File: src/rtl/cpu_pkg.sv
// Shared CPU definitions for the instruction-fetch path: word width, reset PC and fetch FSM states.
package cpu_pkg;

    localparam int unsigned      XLEN             = 32;
    localparam logic [XLEN-1:0]  RESET_PC_DEFAULT = 32'h0000_0000;

    typedef enum logic [1:0] {
        S_IDLE  = 2'd0,
        S_REQ   = 2'd1,
        S_DONE  = 2'd2,
        S_FAULT = 2'd3
    } fetch_state_e;

    function automatic logic word_aligned(input logic [XLEN-1:0] addr);
        return (addr[1:0] == 2'b00);
    endfunction

endpackage

File: src/rtl/instr_fetch_if.sv
// Instruction-memory read port: the fetch unit is the master, the memory is the slave.
interface instr_fetch_if;
    import cpu_pkg::*;

    logic            mem_rd;
    logic [XLEN-1:0] mem_addr;
    logic            mem_ready;
    logic [XLEN-1:0] mem_rdata;

    modport master (output mem_rd, mem_addr, input mem_ready, mem_rdata);
    modport slave  (input mem_rd, mem_addr, output mem_ready, mem_rdata);

endinterface

File: src/rtl/fetch_timeout_ctr.sv
// Wait-state counter for an outstanding fetch; expired flags the last permitted wait cycle.
module fetch_timeout_ctr #(
    parameter int unsigned TIMEOUT = 16
) (
    input  logic clk,
    input  logic reset,
    input  logic clear,
    input  logic enable,
    output logic expired
);

    localparam int unsigned W = (TIMEOUT > 1) ? $clog2(TIMEOUT) : 1;

    logic [W-1:0] count;

    always_ff @(posedge clk) begin
        if (reset || clear)
            count <= '0;
        else if (enable)
            count <= count + W'(1);
    end

    assign expired = (count == W'(TIMEOUT - 1));

endmodule

File: src/rtl/instr_fetch.sv
// Instruction fetch unit: issues one word read per fetch_req, captures the word into Instr
// and advances the PC; misaligned PCs and memory timeouts park the unit in a sticky fault.
module instr_fetch
    import cpu_pkg::*;
#(
    parameter logic [XLEN-1:0] RESET_PC = RESET_PC_DEFAULT,
    parameter int unsigned     TIMEOUT  = 16
) (
    input  logic              CLK,
    input  logic              reset,
    input  logic              fetch_req,
    input  logic              pc_load,
    input  logic [XLEN-1:0]   pc_in,
    instr_fetch_if.master     mem,
    output logic [XLEN-1:0]   Instr,
    output logic              IRWrite,
    output logic [XLEN-1:0]   pc_out,
    output logic              busy,
    output logic              fault
);

    fetch_state_e    state, state_nx;
    logic [XLEN-1:0] pc_nx, addr_nx, instr_nx, fetch_addr;
    logic            expired;

    fetch_timeout_ctr #(.TIMEOUT(TIMEOUT)) u_timeout (
        .clk     (CLK),
        .reset   (reset),
        .clear   (state != S_REQ),
        .enable  ((state == S_REQ) && !mem.mem_ready),
        .expired (expired)
    );

    // A branch target presented together with fetch_req is fetched in the same cycle.
    assign fetch_addr = pc_load ? pc_in : pc_out;

    always_comb begin
        state_nx = state;
        pc_nx    = pc_out;
        addr_nx  = mem.mem_addr;
        instr_nx = Instr;
        case (state)
            S_IDLE: begin
                if (pc_load)
                    pc_nx = pc_in;
                if (fetch_req) begin
                    if (word_aligned(fetch_addr)) begin
                        state_nx = S_REQ;
                        addr_nx  = fetch_addr;
                    end else begin
                        state_nx = S_FAULT;
                    end
                end
            end
            S_REQ: begin
                // A response on the final wait cycle still completes the fetch.
                if (mem.mem_ready) begin
                    state_nx = S_DONE;
                    instr_nx = mem.mem_rdata;
                    pc_nx    = pc_out + XLEN'(4);
                end else if (expired) begin
                    state_nx = S_FAULT;
                end
            end
            S_DONE:  state_nx = S_IDLE;
            S_FAULT: begin
                if (pc_load) begin
                    pc_nx    = pc_in;
                    state_nx = S_IDLE;
                end
            end
            default: state_nx = S_IDLE;
        endcase
    end

    // Outputs are registered from the next-state decode so they align with the state register.
    always_ff @(posedge CLK) begin
        if (reset) begin
            state        <= S_IDLE;
            pc_out       <= RESET_PC;
            Instr        <= '0;
            IRWrite      <= 1'b0;
            mem.mem_rd   <= 1'b0;
            mem.mem_addr <= '0;
            busy         <= 1'b0;
            fault        <= 1'b0;
        end else begin
            state        <= state_nx;
            pc_out       <= pc_nx;
            Instr        <= instr_nx;
            IRWrite      <= (state_nx == S_DONE);
            mem.mem_rd   <= (state_nx == S_REQ);
            mem.mem_addr <= addr_nx;
            busy         <= (state_nx == S_REQ) || (state_nx == S_DONE);
            fault        <= (state_nx == S_FAULT);
        end
    end

endmodule

File: src/flat_wrapper.sv
// flat-port wrapper written by rule: the top's interface ports become plain ports
module instr_fetch_flat import cpu_pkg::*;
#(
    parameter logic [XLEN-1:0] RESET_PC = RESET_PC_DEFAULT,
    parameter int unsigned     TIMEOUT  = 16
)
  (CLK, reset, fetch_req, pc_load, pc_in, Instr, IRWrite, pc_out, busy, fault, mem_mem_rd, mem_mem_addr, mem_mem_ready, mem_mem_rdata);
  instr_fetch_if mem_i ();
  input  logic CLK;
  input  logic reset;
  input  logic fetch_req;
  input  logic pc_load;
  input  logic [XLEN-1:0] pc_in;
  output logic [XLEN-1:0] Instr;
  output logic IRWrite;
  output logic [XLEN-1:0] pc_out;
  output logic busy;
  output logic fault;
  output wire logic [$bits(mem_i.mem_rd)-1:0] mem_mem_rd;
  output wire logic [$bits(mem_i.mem_addr)-1:0] mem_mem_addr;
  input wire logic [$bits(mem_i.mem_ready)-1:0] mem_mem_ready;
  input wire logic [$bits(mem_i.mem_rdata)-1:0] mem_mem_rdata;
  assign mem_mem_rd = mem_i.mem_rd;
  assign mem_mem_addr = mem_i.mem_addr;
  assign mem_i.mem_ready = mem_mem_ready;
  assign mem_i.mem_rdata = mem_mem_rdata;
  instr_fetch #(.RESET_PC(RESET_PC), .TIMEOUT(TIMEOUT)) u_core (.CLK(CLK), .reset(reset), .fetch_req(fetch_req), .pc_load(pc_load), .pc_in(pc_in), .mem(mem_i), .Instr(Instr), .IRWrite(IRWrite), .pc_out(pc_out), .busy(busy), .fault(fault));
endmodule
File: config.mk
export PLATFORM = sky130hd
export DESIGN_NAME = instr_fetch_flat
export DESIGN_NICKNAME = d
export VERILOG_FILES = /design/src/rtl/cpu_pkg.sv /design/src/rtl/instr_fetch_if.sv /design/src/rtl/fetch_timeout_ctr.sv /design/src/rtl/instr_fetch.sv /design/src/flat_wrapper.sv
export SDC_FILE = /design/constraint.sdc
export NUM_CORES = 1
export LEC_CHECK = 0
export ABC_AREA = 1
export CELL_PAD_IN_SITES_DETAIL_PLACEMENT = 1
export CELL_PAD_IN_SITES_GLOBAL_PLACEMENT = 1
export CORE_MARGIN = 2
export CORE_UTILIZATION = 35
export DETAILED_ROUTE_END_ITERATION = 16
export PLACE_DENSITY = 0.87
export SLEW_MARGIN = 0
export SYNTH_ARGS = -nofsm -noshare
export SYNTH_HDL_FRONTEND = slang
export SYNTH_HIERARCHICAL = 1
export SYNTH_SLANG_ARGS = --single-unit
File: constraint.sdc
create_clock -name CLK -period 2.4 [get_ports CLK]
set_input_delay 0.24 -clock CLK [delete_from_list [all_inputs] [get_ports CLK]]
set_output_delay 0.24 -clock CLK [all_outputs]
set_load 0.01 [all_outputs]
Yosys cells after proc, flatten, opt, wreduce, memory -nomap -nowiden
Cells that the tools add are included.
Operators by class
  add/subtract/negate cells: 2
  equal/unequal tests: 9
  multiplexer cells: 9
  reduce and logical (&&, ||, !) cells: 11
Operators with widths (count)
  2-to-1 mux 32 bit: 2
  case mux 32 bit (2 select lines): 1
  adder 32 x 3 -> 32 bit, second input constant: 1
  2-to-1 mux 2 bit: 5
  == test 2 bit, second input constant: 4
  case mux 2 bit (4 select lines): 1
  adder 4 x 1 -> 4 bit, second input constant: 1
  == test 2 x 1 -> 1 bit, second input constant: 2
  == test 4 bit, second input constant: 1
  zero test 2 bit: 2
  AND reduction 2 bit: 2
  AND reduction 3 bit: 1
  logical OR 1 bit: 2
  != test 2 x 1 -> 1 bit, second input constant: 1
  != test 2 bit, second input constant: 1
  nonzero test 2 bit: 1
  OR reduction 2 bit: 1
  logical AND 1 bit: 1
  zero test 1 bit: 1
Storage, ports and cells
  register bits after elaboration: 106
  bits of input ports: 69
  output and inout port bits: 100
  logic and storage cells: 40

Logic depth before layout (Yosys ltp)
  depth after elaboration: 7
  mapped depth: 11
  mapped depth without buffers: 11

Modules after synthesis
Netlist, hierarchy kept.
Modules (own cells, without submodules)
  instr_fetch: times used 1, cells each 757, area an instance 5088.6 sq um, sequential area each 2042.0 sq um
  fetch_timeout_ctr: times used 1, cells each 24, area an instance 176.4 sq um, sequential area each 80.1 sq um

Worst setup path after synthesis
OpenSTA, ideal clock, no wires.
  kind: register to register
  from: register u_core.state[1]
  to: register u_core.pc_out[13]
  data arrival time: 1475 ps
  required time: 2268 ps
  slack: 793 ps
  cell stages (with the launch flop): 10
  path buffers: 3
  clock period less this slack: 1607 ps
  path through: dfxtp_1 -> inv_1 -> ha_1 -> buf_2 -> o21ai_1 -> buf_4 -> buf_2 -> o21ai_0 -> nand2_1 -> a21oi_1
Between the ends
  word-level cells in the longest chain between the ends: 4
Ends and longest elaborated chain
  start, declared: line instr_fetch.sv:22  | fetch_state_e state, state_nx;
  start signal, assigned: line instr_fetch.sv:88  | state <= state_nx;
  == test 2 bit or zero test 2 bit (tied branches): line instr_fetch.sv:42  | case (state)
  OR reduction 2 bit (no source line)
  nonzero test 2 bit (no source line)
  AND reduction 2 bit (no source line)
  end signal, assigned: line instr_fetch.sv:89  | pc_out <= pc_nx;
  end, declared: line instr_fetch.sv:17  | output logic [XLEN-1:0] pc_out,
Several ways; a longest one is shown, not always the timed one.
A chain may end at the register's enable or synchronous reset.

Worst setup path in the final report
  from: register u_core.state[1]
  to: register u_core.pc_out[3]
The elaborated chain is that of the path after synthesis.

==> summary.txt <==
Floorplanning
  – Site row count: 44
  – Die area: 16,000 sq um
  – Starting Density: 36.1%
  – Die Y: 127 um
  – Top-Level Pins: 169
  – Die W: 127 um
  – Area of the core: 14,600 sq um

Global route
  – Antenna violations before repair: 0
  – Largest net degree at the start of global routing: 55
  – First-pass GRT wire length: 28,500 um
  – Global route overflow: 0
  – GRT Util Overall: 22.1%
  – Vias in the first global route: 5,646

Yosys
  – Post-synth net total: 858
  – Top_reg_cell synth: dfxtp_1
  – Largest area contributor in the netlist: dfxtp_1
  – Mapped Area: 5270 sq um
  – Sequential area share after synthesis: 40.3%
  – Avg Cell Area, Syn: 6.74 sq um
  – Number of synthesized flops with an enable pin: 0
  – Mapped Cells: 781
  – Top cell type's share of synthesized area: 40.3%
  – Unique cell type count in the Yosys netlist: 34
  – Synth area leaders: dfxtp_1, nor2_1, nand2_1
  – Ys Warns: 6
  – Synth Register Bits: 106
  – Async S/R FF share, synth: 0%

Timing
  – Clock Skews: 0.00813 ns
  – Hold WS: 0.448 ns
  – Tightest Pin Transition: 0.815 ns
  – Fmax achieved: 0.473 GHz
  – Clock period minus final worst setup slack: 2.11 ns
  – Unrepaired setup endpoints after global routing: no
  – Final hold violation count: 0
  – Setup violators final: 0
  – Setup TNS: 0 ns
  – Period utilization: 88.1%
  – Slew Limit Fails: 0
  – Slew HR: 45.6%
  – Final worst setup slack: 0.286 ns

Drt
  – Final ANT Viol Nets: 0
  – Vias: 5,700
  – TritonRoute pass-1 iters: 4
  – Via-to-Cell Ratio: 5.09
  – WL/cell: 15.9 um
  – Total Wirelength: 17,800 um
  – Drc violations: 0
  – DRT iter0 DRCs: 231

Clocking
  – CTS root buffer: clkbuf_16
  – CTS Hold Bufs: 0
  – Post-CTS sizing: 0
  – CTS max path bufs: 2
  – Post-CTS setup buffers: 0
  – Worst-skew pair later-pin latency: 0.36 ns
  – CTS Buf Count: 9
  – Clock Pin Slew Worst Setup and Hold Paths: 0.07 ns
  – Clock sink count: 106
  – TritonCTS clock tree: yes
  – H-tree depth: 3

Run
  – # Max-Cap Violations: 0

Cells and area
  – Commonest non-fill, non-tap cells in the layout: nor2_1, clkdlybuf4s50_1, nand2_1, o21ai_0, dfxtp_1
  – Inserted Diodes: 0
  – Layout area overhead: 39.5%
  – Non-Filler Cell Area, Final: 7350 sq um
  – Commonest non-fill, non-tap cell in the layout: nor2_1
  – Fraction of layout cells with a size suffix above 1: 5.56%
  – Nets: 1,009

Worst setup path
  – CP Launch Type: flop
  – WP data required: 2.66 ns
  – Kind of critical path: reg -> reg
  – Worst Setup SP: u_core/state[1]
  – Worst r2r src: u_core/state[1]
  – CP endpoint kind: flop
  – Crit path DAT: 2.37 ns
  – CP Max Fanout: 23

Placement
  – Port bufs: 168
  – GP Congestion: 0.858
  – Place WS: 0.300 ns
  – Dpl hpwl: 13,100 um
  – DP Area: 7070 sq um

Status
  – Status: finished clean

Pwr
  – PD cells: 1020 nW/um^2
  – P_leak: 2.71 nW
  – VDD IR max: 0.000508 V

Worst hold path
  – Min-delay worst type: reg -> reg
  – Critical hold path startpoint: u_core/mem.mem_addr[0]
-- power breakdown --
part	internal, mW	switching, mW
Sequential	2.18	0.390
Combinational	1.49	1.98
Clock	0.797	0.661
-- sequential cells by signal, summed over array words and instances (netlist names) --
name,flops
u_core/IRWrite,1
u_core/Instr,32
u_core/busy,1
u_core/fault,1
u_core/mem.mem_addr,32
u_core/mem.mem_rd,1
u_core/pc_out,32
u_core/state,2
u_core/u_timeout/count,4
-- worst paths after layout --
| path | to | slack [ns] | cells past startpoint |
|---|---|---|---|
| setup / recovery | u_core/pc_out[3] | 0.29 | 6 |
| hold / removal | u_core/mem.mem_addr[0] | 0.45 | 2 |
| setup reg to reg | u_core/pc_out[3] | 0.29 | 6 |
| hold reg to reg | u_core/mem.mem_addr[0] | 0.45 | 2 |
-- per-layer routing --
layer  routed length (um)  vias to the layer above  global-route usage [%]  part of all wire [%]
li1                     -                     2823                       -                     -
met1                 8010                     2700                    27.9                    45
met2                 8520                      158                    38.3                    48
met3                 1000                       19                    4.30                   5.6
met4                  277                        0                    6.33                   1.6
met5                    0                        -                       0                     0
-- worst max-delay path, cell delays in order (launching register included) --
cell,delay (ns)
dfxtp_1,0.41
inv_1,0.09
ha_1,0.43
o21ai_2,0.12
inv_1,0.61
a21oi_1,0.09
a221oi_1,0.27
-- cell type report --
| type | count | area, sq um |
|---|---|---|
| clock buffer | 11 | 233 |
| clock inverter | 3 | 42.5 |
| fill | 1880 | 7240 |
| inverter | 58 | 218 |
| multi-input combinational | 576 | 2730 |
| sequential | 106 | 2120 |
| tap | 184 | 230 |
| timing repair buffer | 181 | 1770 |
-- stage by stage --
stage / cells / power, mW / utilization, %
after floorplan: 781 / 4.58 / -
after global placement: 1105 / 5.95 / 48.5
after detailed placement: 1105 / 6.06 / 48.5
after CTS: 1119 / 7.56 / 50.4
after global routing: 1119 / 8.05 / 50.4
final: 1119 / 7.50 / 50.4
-- cell usage after synthesis, types with 3 or more instances --
master    count
a211oi_1     12
nor2_1      169
ha_1          8
mux2i_1       9
nand2_2       6
nand3_1      28
dfxtp_1     106
o22ai_1       4
inv_1        57
nor2_2        7
nor3_1        6
buf_4         3
buf_2        14
nand2_1     155
o21ai_0     109
a21oi_1      36
clkbuf_1     22
and2_1        3
nor2_4        5
-- cells by family (layout without fill, tap and decap cells) --
kind of cell	Yosys count	count (layout)	synth area share (%)
AND/OR/NAND/NOR	383	383	29.9
AO/OA/AOI/OAI	174	174	17.9
multiplexers	11	11	2.14
buffers and inverters	99	253	7.89
adder cells (fa/ha/maj)	8	8	1.90
flip-flops	106	106	40.3
Note: power is estimated with default switching activity, not from simulation.
